--- config.mk ---
export PLATFORM = sky130hd
export DESIGN_NAME = note_sequencer
export DESIGN_NICKNAME = d
export VERILOG_FILES = /design/src/rtl/note_sequencer.sv
export SDC_FILE = /design/constraint.sdc
export NUM_CORES = 1
export LEC_CHECK = 0
export CAP_MARGIN = 20
export CORE_MARGIN = 1
export CORE_UTILIZATION = 45
export DETAILED_ROUTE_END_ITERATION = 8
export PLACE_DENSITY_LB_ADDON = 0.1
export SLEW_MARGIN = 10
export SYNTH_ARGS = -nofsm -noshare
export SYNTH_HDL_FRONTEND = slang
export SYNTH_SLANG_ARGS = --single-unit
--- constraint.sdc ---
create_clock -name clk -period 2.3 [get_ports clk]
set_input_delay 0.46 -clock clk [delete_from_list [all_inputs] [get_ports clk]]
set_output_delay 0.46 -clock clk [all_outputs]
set_load 0.03 [all_outputs]
--- src/rtl/note_sequencer.sv ---
// note_sequencer
//   Plays a short melody from an internal constant ROM. Each ROM entry is
//   {note[7:0], dur[3:0]}; the entry lasts dur+1 duration ticks, and one tick
//   is TICK_DIV clock cycles. With GAP_EN=1, every entry is followed by one
//   silent tick.
//
// Ports
//   clk    : system clock, rising edge
//   rst_n  : asynchronous active-low reset
//   start  : single-cycle start request (ignored while busy)
//   stop   : single-cycle abort request, highest priority
//   loop   : level; wrap to entry 0 after the last entry instead of finishing
//   note   : registered note code, 0 = silence, 1..36 = note
//   busy   : high while playing an entry or a gap
//   step   : index of the current ROM entry
//   done   : one-cycle pulse on natural song completion
module note_sequencer #(
    parameter int TICK_DIV = 6_250_000,
    parameter int SONG_LEN = 8,
    parameter int GAP_EN   = 0
) (
    input  logic       clk,
    input  logic       rst_n,
    input  logic       start,
    input  logic       stop,
    input  logic       loop,
    output logic [7:0] note,
    output logic       busy,
    output logic [4:0] step,
    output logic       done
);

    typedef enum logic [1:0] {IDLE, PLAY, GAP} state_t;

    localparam int              CNT_W     = (TICK_DIV > 1) ? $clog2(TICK_DIV) : 1;
    localparam logic [CNT_W-1:0] CNT_MAX  = CNT_W'(TICK_DIV - 1);
    localparam logic [4:0]      LAST_STEP = 5'(SONG_LEN - 1);
    localparam bit              GAP_ON    = (GAP_EN != 0);

    function automatic logic [11:0] rom_entry(input logic [4:0] idx);
        logic [11:0] e;
        case (idx)
            5'd0:    e = {8'd13, 4'd1};
            5'd1:    e = {8'd15, 4'd1};
            5'd2:    e = {8'd17, 4'd1};
            5'd3:    e = {8'd18, 4'd3};
            5'd4:    e = {8'd0,  4'd0};
            5'd5:    e = {8'd20, 4'd1};
            5'd6:    e = {8'd22, 4'd1};
            5'd7:    e = {8'd25, 4'd3};
            default: e = 12'h000;
        endcase
        return e;
    endfunction

    // Entry length in ticks: dur+1, range 1..16.
    function automatic logic [4:0] ticks_of(input logic [11:0] e);
        return {1'b0, e[3:0]} + 5'd1;
    endfunction

    state_t           state;
    logic [CNT_W-1:0] tick_cnt;
    logic [4:0]       remaining;

    logic        tick;
    logic        last_entry;
    logic [4:0]  next_idx;
    logic [11:0] next_entry;
    logic [11:0] first_entry;
    logic        advance;

    assign tick        = busy && (tick_cnt == CNT_MAX);
    assign last_entry  = (step == LAST_STEP);
    assign next_idx    = last_entry ? 5'd0 : step + 5'd1;
    assign next_entry  = rom_entry(next_idx);
    assign first_entry = rom_entry(5'd0);

    // Move to the following entry on the tick that closes a gap, or the tick
    // that closes the final tick of an entry when no gap is inserted.
    assign advance = tick && ((state == GAP) ||
                              (state == PLAY && remaining <= 5'd1 && !GAP_ON));

    always_ff @(posedge clk or negedge rst_n) begin
        if (!rst_n) begin
            state     <= IDLE;
            note      <= 8'd0;
            step      <= 5'd0;
            busy      <= 1'b0;
            done      <= 1'b0;
            tick_cnt  <= '0;
            remaining <= 5'd0;
        end else begin
            done <= 1'b0;
            if (busy) begin
                tick_cnt <= tick ? '0 : tick_cnt + CNT_W'(1);
            end

            if (stop) begin
                state     <= IDLE;
                note      <= 8'd0;
                step      <= 5'd0;
                busy      <= 1'b0;
                tick_cnt  <= '0;
                remaining <= 5'd0;
            end else if (state == IDLE) begin
                if (start) begin
                    state     <= PLAY;
                    busy      <= 1'b1;
                    step      <= 5'd0;
                    note      <= first_entry[11:4];
                    remaining <= ticks_of(first_entry);
                    tick_cnt  <= '0;
                end
            end else if (advance) begin
                if (last_entry && !loop) begin
                    state     <= IDLE;
                    busy      <= 1'b0;
                    note      <= 8'd0;
                    step      <= 5'd0;
                    remaining <= 5'd0;
                    done      <= 1'b1;
                end else begin
                    state     <= PLAY;
                    step      <= next_idx;
                    note      <= next_entry[11:4];
                    remaining <= ticks_of(next_entry);
                end
            end else if (state == PLAY && tick) begin
                if (remaining > 5'd1) begin
                    remaining <= remaining - 5'd1;
                end else begin
                    // Entry finished with gaps enabled: one silent tick.
                    state <= GAP;
                    note  <= 8'd0;
                end
            end
        end
    end

endmodule

### Yosys cells after proc, flatten, opt, wreduce, memory -nomap -nowiden

Memories as Yosys holds them, arrays and structs flattened.
Index checks and enable logic that the tools add are counted.

| word-level totals | value |
|---|---|
| bits in read-only memories | 56 |
| flip-flop bits (word level) | 45 |
| word-level logic and storage cells | 79 |
| bits of input ports | 5 |
| memories kept | 1 |
| output and inout bits | 15 |

Memories:

| memory | words | bits a word | read ports | clocked after memory_dff | write ports | RTL line | RTL |
|---|---|---|---|---|---|---|---|
| (no name shown) | 8 | 7 | 1 | 0 | 0 | 42 | `case (idx)` |

| operators by class | value |
|---|---|
| multiplexer cells | 42 |
| magnitude comparators | 2 |
| reductions and logical operators | 17 |
| eq/ne operators | 6 |
| add/subtract/negate cells | 4 |

Operators by type and width:

| kind | count |
|---|---|
| 23-bit two-way mux | 5 |
| 5-bit two-way mux | 13 |
| 8-bit two-way mux | 7 |
| 23-bit by 1-bit adder with 23-bit output, second input constant | 1 |
| 23-bit == test, second input constant | 1 |
| 12-bit two-way mux | 1 |
| 2-bit two-way mux | 6 |
| 1-bit two-way mux | 10 |
| 3-bit AND reduction | 3 |
| 4-bit nonzero test | 2 |
| 3-bit nonzero test | 2 |
| 4-bit by 1-bit adder with 5-bit output, second input constant | 1 |
| 5-bit by 1-bit adder with 5-bit output, second input constant | 1 |
| 5-bit by 3-bit == test with 1-bit output, second input constant | 1 |
| 5-bit by 1-bit greater-than comparator with 1-bit output, second input constant | 1 |
| 5-bit by 1-bit <= comparator with 1-bit output, second input constant | 1 |
| 1-bit logical AND | 5 |
| 5-bit by 1-bit subtractor with 5-bit output, second input constant | 1 |
| 2-bit logical NOT | 2 |
| 4-bit inequality test, second input constant | 1 |
| 3-bit inequality test, second input constant | 1 |
| 2-bit by 1-bit == test with 1-bit output, second input constant | 1 |
| 2-bit == test, second input constant | 1 |
| 2-bit AND reduction | 1 |
| 2 further kinds | 2 |

### Depth between registers and ports, before layout

| depth | value |
|---|---|
| word-level depth | 9 |
| mapped depth | 9 |
| depth with buffers taken out | 9 |

### Worst setup path after synthesis

OpenSTA, ideal clock, no wires.

| path | value |
|---|---|
| path kind | reg-to-reg |
| start | register step[1] |
| end | register remaining[1] |
| library setup time | 133 ps |
| period minus slack after synthesis | 2356 ps |
| setup slack | -56 ps |
| data arrival time | 2223 ps |
| stages on the path, launching flop included | 10 |
| data required time | 2167 ps |
| buffers on the path | 0 |
| cell sequence | dfrtp_1 ha_1 nand2_1 xor2_1 a32o_1 and2_1 ha_1 and3_1 a22oi_1 a22oi_1 |

| between the ends | value |
|---|---|
| word-level cells in the longest chain between the ends | 9 |
| elaborated cells on any way between the ends | 12 |
| those cells by class | add/sub (2); eq/ne (1); mux (6); reduce/logical (2); memory (1) |

Ends and longest elaborated chain:

| item | RTL line | RTL |
|---|---|---|
| start: declaration | 29 | `output logic [4:0] step,` |
| start signal: assignment | 124 | `step <= next_idx;` |
| 5-bit by 1-bit adder with 5-bit output / 5-bit by 3-bit == test with 1-bit output (equally long branches) | 74, 73 |  |
| 5-bit two-way mux | 74 | `assign next_idx = last_entry ? 5'd0 : step + 5'd1;` |
| memory read 8 x 7 bit / 2-bit logical NOT (equally long branches) | - |  |
| 12-bit two-way mux | 42 |  |
| 4-bit by 1-bit adder with 5-bit output | 58 | `return {1'b0, e[3:0]} + 5'd1;` |
| 5-bit two-way mux * | 115 | `if (last_entry && !loop) begin` |
| 5-bit two-way mux * | 114 | `end else if (advance) begin` |
| 5-bit two-way mux * | 105 | `end else if (state == IDLE) begin` |
| 5-bit two-way mux * | 98 | `if (stop) begin` |
| end signal: assignment | 111 | `remaining <= ticks_of(first_entry);` |
| end signal: assignment | 126 | `remaining <= ticks_of(next_entry);` |
| end signal: assignment | 130 | `remaining <= remaining - 5'd1;` |
| end: declaration | 63 | `logic [4:0] remaining;` |

Mark *: on every way between the ends. The rest lies on a longest branch, timed or not.
A chain may end at the register's enable or synchronous reset.

### Final worst setup path

| path | value |
|---|---|
| start | register step[0] |
| end | register remaining[2] |

Same word-level chain as after synthesis.

==> flow_summary.ini <==
[global_routing]
grt_max_degree = 35
grt_remaining_overflow = 0
grt_pass1_vias = 2049
grt_use_total = 0.211
antenna_found_initial = 0
grt_pass1_wl_um = 10000

[floorplan]
dieArea_mm2 = 0.00596
fp.dieW_um = 77.2
core_area_mm2 = 0.00547
boundaryPins = 20
dieHeight_um = 77.2
row_count = 27
initial_utilization = 0.465

[setup_path]
cpMaxStageDelayCell = dfrtp_2
cp.arrival_ns = 2.36
worstSetupPathType = flip-flop to flip-flop
critPathRequiredTime_ns = 2.49
cp_max_fo = 8
path_delay_family = flip-flops
crit_chain = ha_1 > nand2_1 > xor2_1 > a32o_2 > and2_1 > ha_1 > nand2_1 > mux2_1 > o32ai_1
cp_slowest_stage_delay_ns = 0.46
r2r_slack_ns = 0.13
critPathCaptureType = flip-flop
critPathLaunchType = flip-flop
cp.buffers_inverters = 0

[yosys]
syn_inst = 270
ys_types = 58
synth_edf_count = 0
synth_area_mm2 = 0.00255
async_flop_share = 1.00
syn_area_per_cell_um2 = 9.43
synth_ff_type = dfrtp_1
ys_warn_count = 0
ys_seq_area_frac = 0.413
ys_ff_latch = 42

[timing]
clock.fmax_mhz = 461
slew_violations = 0
rsz0062_at_grt = false
setup_viol = 0
hold_violations = 0
skew_ns = 0.00796
slew_headroom = 0.467
tns_ns = 0
worstMarginPinSlew_ns = 0.799
period_share = 0.942
timing.final.crit_period_ns = 2.17

[power_and_ir_drop]
switching_power_uw = 434
swShare = 0.268
p_int_uw = 1190
peakVddDrop_v = 0.000285
comb_power_share = 0.156
power.density_mw_per_mm2 = 545
power_frac_clock = 0.361
seqPwrFrac = 0.484
power_leakage_uw = 0.00128

[min_path]
min_path_type = input port to async pin

[cts]
cts.root.buffer_cell = clkbuf_8
holdBufCountCts = 0
worstSkewPairLatency_ns = 0.29
cts_tree = done
cts.htree.levels = 2
clockBufferDepth = 2
numCtsBuffers = 5
clk_pin_slew_ns = 0.08
clkSinkCount = 42

[detailed_routing]
wl_um = 5810
routedWlPerCell_um = 15.5
drc_errors = 0
ant_nets = 0
viasPerCell = 5.47
drt_pre_antenna_iters = 4
dr_total_vias = 2058
drt_iter0_markers = 111

[cells_and_area]
drive_gt1_frac = 0.132
areaGrowthSynthToFinish_pct = 16.8
final_nets = 317
num_antenna_cells = 0
fin_area_mm2 = 0.00297

[outcome]
status = finished clean

[place]
dpl_cell_area_mm2 = 0.00285
dp_hpwl_um = 4160
place.gp.congestion = 0.794
port_buffers = 16

[flow_run]
maxCapViolations = 0
layout by cell type (no fill, tap or decap), types with 6 or more instances in the layout:
cell             netlist  final
inv_1                 10     10
and3_1                 7      7
nand3_1               14     14
dfrtp_1               42     40
o21ai_0                6      6
nand4_1                9      9
nor2_1                38     38
a21oi_1                9      9
xnor2_1               15     15
nand2_1               19     19
ha_1                   9      9
buf_4                  3     16
xor2_1                 7      7
clkdlybuf4s50_1        0     15
synth_stat cells, types with 2 or more instances:
| master | n | area [um^2] |
|---|---|---|
| mux2i_1 | 3 | 30.0 |
| buf_6 | 2 | 22.5 |
| nand3_1 | 14 | 70.1 |
| nor4_1 | 5 | 31.3 |
| buf_4 | 3 | 22.5 |
| dfrtp_1 | 42 | 1050 |
| nand2b_1 | 4 | 25.0 |
| nor2_1 | 38 | 143 |
| nand2_1 | 19 | 71.3 |
| nor3_2 | 2 | 20.0 |
| a22oi_1 | 3 | 22.5 |
| ha_1 | 9 | 113 |
| a21oi_1 | 9 | 45.0 |
| a21o_1 | 2 | 15.0 |
| o31ai_1 | 5 | 37.5 |
| a2111oi_0 | 2 | 17.5 |
| inv_1 | 10 | 37.5 |
| o211ai_1 | 2 | 15.0 |
| o21ai_0 | 6 | 30.0 |
| a32o_1 | 2 | 20.0 |
| a22o_1 | 4 | 35.0 |
| xnor2_1 | 15 | 131 |
| o22ai_1 | 2 | 12.5 |
| and3_1 | 7 | 43.8 |
| nand4b_1 | 2 | 17.5 |
| buf_2 | 3 | 15.0 |
| or3_1 | 2 | 12.5 |
| nor3_1 | 4 | 20.0 |
| xor2_1 | 7 | 61.3 |
| and4_1 | 4 | 35.0 |
| nor4b_1 | 2 | 17.5 |
| and2_1 | 2 | 12.5 |
| nand4_1 | 9 | 56.3 |
final timing paths:
path,start,end,cells after the start
hold / removal,rst_n,remaining[1],1
setup / recovery,step[0],remaining[2],9
hold reg to reg,note[4],note[4],1
setup reg to reg,step[0],remaining[2],9
min in group clk,note[4],note[4],1
max in group asynchronous,rst_n,tick_cnt[1],2
state kept, by name, summed over array words and instances, names as in the netlist:
| signal | cells |
|---|---|
| step | 5 |
| note | 5 |
| tick_cnt | 23 |
| done | 1 |
| remaining | 5 |
| state | 2 |
| busy | 1 |
cells by family after synthesis:
group	synth area share
buf+inv	0.0398
simple gates	0.266
flops	0.413
mux	0.0206
fa+ha+maj	0.0482
other cells	0.00147
xor+xnor	0.0757
compound gates	0.135
metrics by stage:
| step | total power (uW) | worst slack [ns] | utilization | hold slack [ns] | instances |
|---|---|---|---|---|---|
| CTS | 1640 | 0.104 | 0.540 | 0.262 | 374 |
| global placement | 1050 | 0.145 | 0.520 | 0.499 | 366 |
| floorplan | 954 | 0.0771 | - | 0.164 | 272 |
| global route | 1700 | 0.00432 | 0.543 | 0.300 | 376 |
| detailed placement | 1050 | 0.134 | 0.520 | 0.501 | 366 |
| finish | 1620 | 0.133 | 0.543 | 0.250 | 376 |
layout make-up:
| class | count | area [um^2] |
|---|---|---|
| multi-input combinational | 211 | 1400 |
| clock inverter | 2 | 37.5 |
| fill | 525 | 2500 |
| clock buffer | 6 | 72.6 |
| timing repair buffer | 32 | 275 |
| tap | 72 | 90.1 |
| sequential | 42 | 1050 |
| inverter | 11 | 41.3 |
power by group through the flow:
stage                     Sequential, uW  Clock [uW]  Combinational, uW
after global routing                 788         632                281
final                                783         584                252
after global placement               797           0                251
after floorplan                      811           0                143
after detailed placement             797           0                251
after CTS                            783         602                253
repair_timing:
action | 4_1_cts | 5_1_grt
resized for setup | 0 | 1
hold endpoints to repair | 0 | 0
endpoints found under the setup margin | 0 | 2
setup buffers | 0 | 2
metal layers:
layer	routed length (um)	vias up	global-route usage
met4	63	0	0.0472
met2	2530	36	0.319
met1	2980	975	0.313
li1	-	1039	-
met5	0	-	0
met3	237	8	0.0357
Power figures use the tool's default switching activity.
